[config.mk]
export PLATFORM = sky130hd
export DESIGN_NAME = unpack_signed
export DESIGN_NICKNAME = d
export VERILOG_FILES = /design/src/rtl/unpack_signed.sv
export SDC_FILE = /design/constraint.sdc
export NUM_CORES = 1
export LEC_CHECK = 0
export ABC_CLOCK_PERIOD_IN_PS = 2700
export BUFFER_PORTS_ARGS = -buffer_cell sky130_fd_sc_hd__buf_4
export CORE_UTILIZATION = 40
export DETAILED_ROUTE_END_ITERATION = 12
export PLACE_DENSITY_LB_ADDON = 0.08
export SETUP_SLACK_MARGIN = 0.5
export SLEW_MARGIN = 20
export SYNTH_ARGS = -nofsm -noshare
export SYNTH_HDL_FRONTEND = slang
export SYNTH_SLANG_ARGS = --single-unit
[constraint.sdc]
create_clock -name clk -period 2.7 [get_ports clk]
set_input_delay 0.405 -clock clk [delete_from_list [all_inputs] [get_ports clk]]
set_output_delay 0.405 -clock clk [all_outputs]
set_load 0.02 [all_outputs]
[src/rtl/unpack_signed.sv]
// Signed LEB128 decoder: up to MAXB bytes in, one registered N-bit value and byte count out per cycle.
// Optional macro UNPACK_SIGNED_ERR_EN adds a registered err output (missing terminator or overflow).
module unpack_signed #(
   parameter int N = 64,
   localparam int MAXB = (N + 6) / 7,
   localparam int LW = $clog2(MAXB + 1)
) (
   input  logic              clk,
   input  logic              rst,
   input  logic [8*MAXB-1:0] in,
   output logic [N-1:0]      out,
   output logic [LW-1:0]     len
`ifdef UNPACK_SIGNED_ERR_EN
   ,
   output logic              err
`endif
);

   logic [N-1:0]  out_d, out_q;
   logic [LW-1:0] len_d, len_q;
   logic          err_d;
   logic          found;
   logic          sext;
   logic          mis;
   logic          ovf;
   int            stop;

   // Bytes after the terminator are never read once found is set, so they cannot disturb the result.
   always_comb begin
      out_d = '0;
      len_d = '0;
      found = 1'b0;
      sext  = 1'b0;
      mis   = 1'b0;
      ovf   = 1'b0;
      stop  = N;
      for (int k = 0; k < MAXB; k++) begin
         if (!found) begin
            mis = 1'b0;
            for (int j = 0; j < 7; j++) begin
               if (7*k + j < N)
                  out_d[7*k + j] = in[8*(MAXB-1-k) + j];
               else
                  mis = mis | (in[8*(MAXB-1-k) + j] != out_d[N-1]);
            end
            if (!in[8*(MAXB-1-k) + 7]) begin
               found = 1'b1;
               len_d = LW'(k + 1);
               sext  = in[8*(MAXB-1-k) + 6];
               stop  = 7*(k + 1);
               ovf   = (k == MAXB-1) && mis;
            end
         end
      end
      if (found && sext) begin
         for (int i = 0; i < N; i++) begin
            if (i >= stop)
               out_d[i] = 1'b1;
         end
      end
      err_d = !found || ovf;
   end

   always_ff @(posedge clk) begin
      if (rst) begin
         out_q <= '0;
         len_q <= '0;
      end else begin
         out_q <= out_d;
         len_q <= len_d;
      end
   end

   assign out = out_q;
   assign len = len_q;

`ifdef UNPACK_SIGNED_ERR_EN
   logic err_q;

   always_ff @(posedge clk) begin
      if (rst)
         err_q <= 1'b0;
      else
         err_q <= err_d;
   end

   assign err = err_q;
`else
   logic unused_err;
   assign unused_err = err_d;
`endif

endmodule

==> run_results.csv <==
group,metric,value,unit
finish,register_area,1360,µm²
setup_path,required,2940,ps
placement,finalWeightedCongestion,0.753,
global_route,grt.overflow.total,0,
die,die_w,82.1,µm
placement,io_buffer_count,144,
route,drt-total-wl,6780,µm
clock_tree,ctsResizeCount,0,
timing,slew_violations,0,
synth,synth_flop_cell,"dfxtp_1",
setup_path,start_kind,"input port",
global_route,grt_pass1_vias,2287,
global_route,grt_use_total,0.207,
synth,yosysWarningCount,0,
clock_tree,cts_buffers,9,
global_route,grt_pass1_wl,10600,µm
finish,finalNonFillerCells,493,
pwr,irDropWorstVdd,0.439,mV
clock_tree,htree_levels,3,
synth,syn_nets,361,
setup_path,critPathKind,"input port to register",
synth,synth_edf_count,0,
die,die_area,6750,µm²
timing,setup_viol,0,
timing,rsz0062_at_grt,"no",
timing,hold_viol_final,0,
die,start_util,0.424,
synth,yosysSeqAreaShare,0.530,
clock_tree,root_buffer,"clkbuf_8",
global_route,grt-busiest-layer,"met2",
synth,async_flop_share,0,
synth,synth_area_per_cell,9.21,µm²
timing,fin_setup_tns,0,ps
synth,synth_mux_area_frac,0.00828,
setup_path,cp_max_fo,17,
finish,drive_above_1_share,0.421,
global_route,use_met1,0.241,
die,die_y,82.1,µm
timing,final.period_utilization,0.626,
timing,tightest_slew,558,ps
outcome,status,"completed",
finish,syn_to_final_growth,52.6,%
synth,synth_top_family_by_area,"compound AO/OA/AOI/OAI gates",
synth,synthAdderAreaFrac,0,
global_route,antenna_found_initial,0,
synth,synth_compound_gate_area_share,0.221,
route,routedWlPerCell,13.7,µm
global_route,use_met3,0.0747,
clock_tree,clkTransAtPathRegs,70,ps
finish,n_antenna_cell,0,
finish,fillCellCount,530,
clock_tree,clk_path_buf_depth,2,
timing,max_freq,591,MHz
die,pin_count,150,
pwr,powerDensity,703,nW/µm²
route,viasPerCell,4.90,
timing,period_needed,1690,ps
finish,multiInputGateArea,1050,µm²
global_route,grt_max_degree,47,
route,vias,2417,
route,drtIter0Drc,89,
route,drc,0,
synth,syn_inst,279,
setup_path,cp.arrival,1940,ps
clock_tree,cts_sinks,68,
synth,synth.distinct_cells,45,
synth,synth_xor_area_frac,0,
timing,holdWs,269,ps
route,ant_nets,0,
route,dr.pass1.iters,4,
clock_tree,ctsHoldBuffers,0,
placement,dpl.hpwl,4810,µm
die,placementRows,28,
clock_tree,cts_tree,"done",
clock_tree,cts_setup_buffers,0,
synth,synth_seq_cells,68,
finish,nNetsFinal,495,
hold_path,hold_path_class,"input port to register",
setup_path,cp-end-kind,"register",
die,coreArea,6060,µm²
placement,place_inst,477,
global_route,met2_usage,0.345,
synth,synth-simple-area-share,0.180,
pwr,leakagePower,1.77,nW
timing,relSlewSlack,0.626,
run,max_cap_viol_count,0,
synth,synth_area,2570,µm²
placed cells by master, fill, tap and decap left out, types with 6 or more instances in the layout:
cell	synthesis	final
a21oi_1	39	39
a31oi_1	8	8
and2_1	6	6
buf_4	7	146
clkbuf_8	0	10
dfxtp_1	68	68
nand2_1	56	56
nor2_1	10	10
nor2b_1	10	10
o21ai_1	7	7
state kept, by name, indices dropped and copies added, names as in the netlist:
register and flops:
len 4, out 64
metal layers:
layer	up-vias	share of wire	wire length, µm
li1	1224	-	-
met1	1094	0.41	2800
met2	90	0.48	3270
met3	9	0.091	617
met4	0	0.012	82
met5	-	0	0
critical path: stages:
cell,delay [ps]
buf_4,190
and4_4,370
and2_1,420
o21ai_1,260
a211oi_1,280
path summary, 6_finish.rpt:
kind	slack, ps	to	cells past startpoint	from
min	270	out[23]$_SDFF_PP0_	3	in[50]
max	1010	out[52]$_SDFF_PP0_	5	in[79]
per-stage QoR:
stage / utilization / total power [mW] / setup slack (ps) / area (µm²)
after detailed placement: 0.598 / 1.57 / 658 / 3620
after global placement: 0.598 / 1.57 / 685 / 3620
final: 0.647 / 2.76 / 1010 / 3920
after global routing: 0.647 / 2.87 / 858 / 3920
after CTS: 0.647 / 2.79 / 1000 / 3920
after floorplan: - / 1.35 / 1140 / 2570
where the power goes:
| part | total (mW) | switching [mW] | internal, mW | leakage, nW |
|---|---|---|---|---|
| clock | 1.21 | 0.384 | 0.828 | 0.147 |
| combinational | 0.450 | 0.238 | 0.212 | 1.06 |
| sequential | 1.09 | 0.0187 | 1.08 | 0.565 |
Yosys cell counts (2+ instances only):
master / n / area share
and2_1: 6 / 0.015
a211oi_1: 5 / 0.015
o21ai_0: 4 / 0.0078
nor2b_1: 10 / 0.024
nor2_1: 10 / 0.015
buf_2: 6 / 0.012
dfxtp_1: 68 / 0.53
inv_1: 5 / 0.0073
buf_6: 2 / 0.0088
buf_4: 7 / 0.020
a31oi_1: 8 / 0.019
nand3_1: 2 / 0.0039
clkbuf_1: 6 / 0.0088
a311oi_1: 3 / 0.010
o21ai_1: 7 / 0.014
nand2b_1: 5 / 0.012
o21ai_2: 2 / 0.0068
a21oi_1: 39 / 0.076
nand2_1: 56 / 0.082
a21o_1: 2 / 0.0058
a32oi_1: 2 / 0.0068
cells by family (layout without fill, tap and decap cells):
logic type | count (synthesis) | in the layout
AND/OR/NAND/NOR | 97 | 97
AO/OA/AOI/OAI | 84 | 84
flip-flops | 68 | 68
buffers and inverters | 28 | 167
multiplexers | 2 | 2
cell type report:
type | instances | area share
Sequential cell | 68 | 0.347
Multi-Input combinational cell | 183 | 0.269
Tap cell | 75 | 0.0239
Clock buffer | 10 | 0.0351
Inverter | 5 | 0.00479
Clock inverter | 6 | 0.0405
Timing Repair Buffer | 146 | 0.280
(Power assumes the default switching activity.)
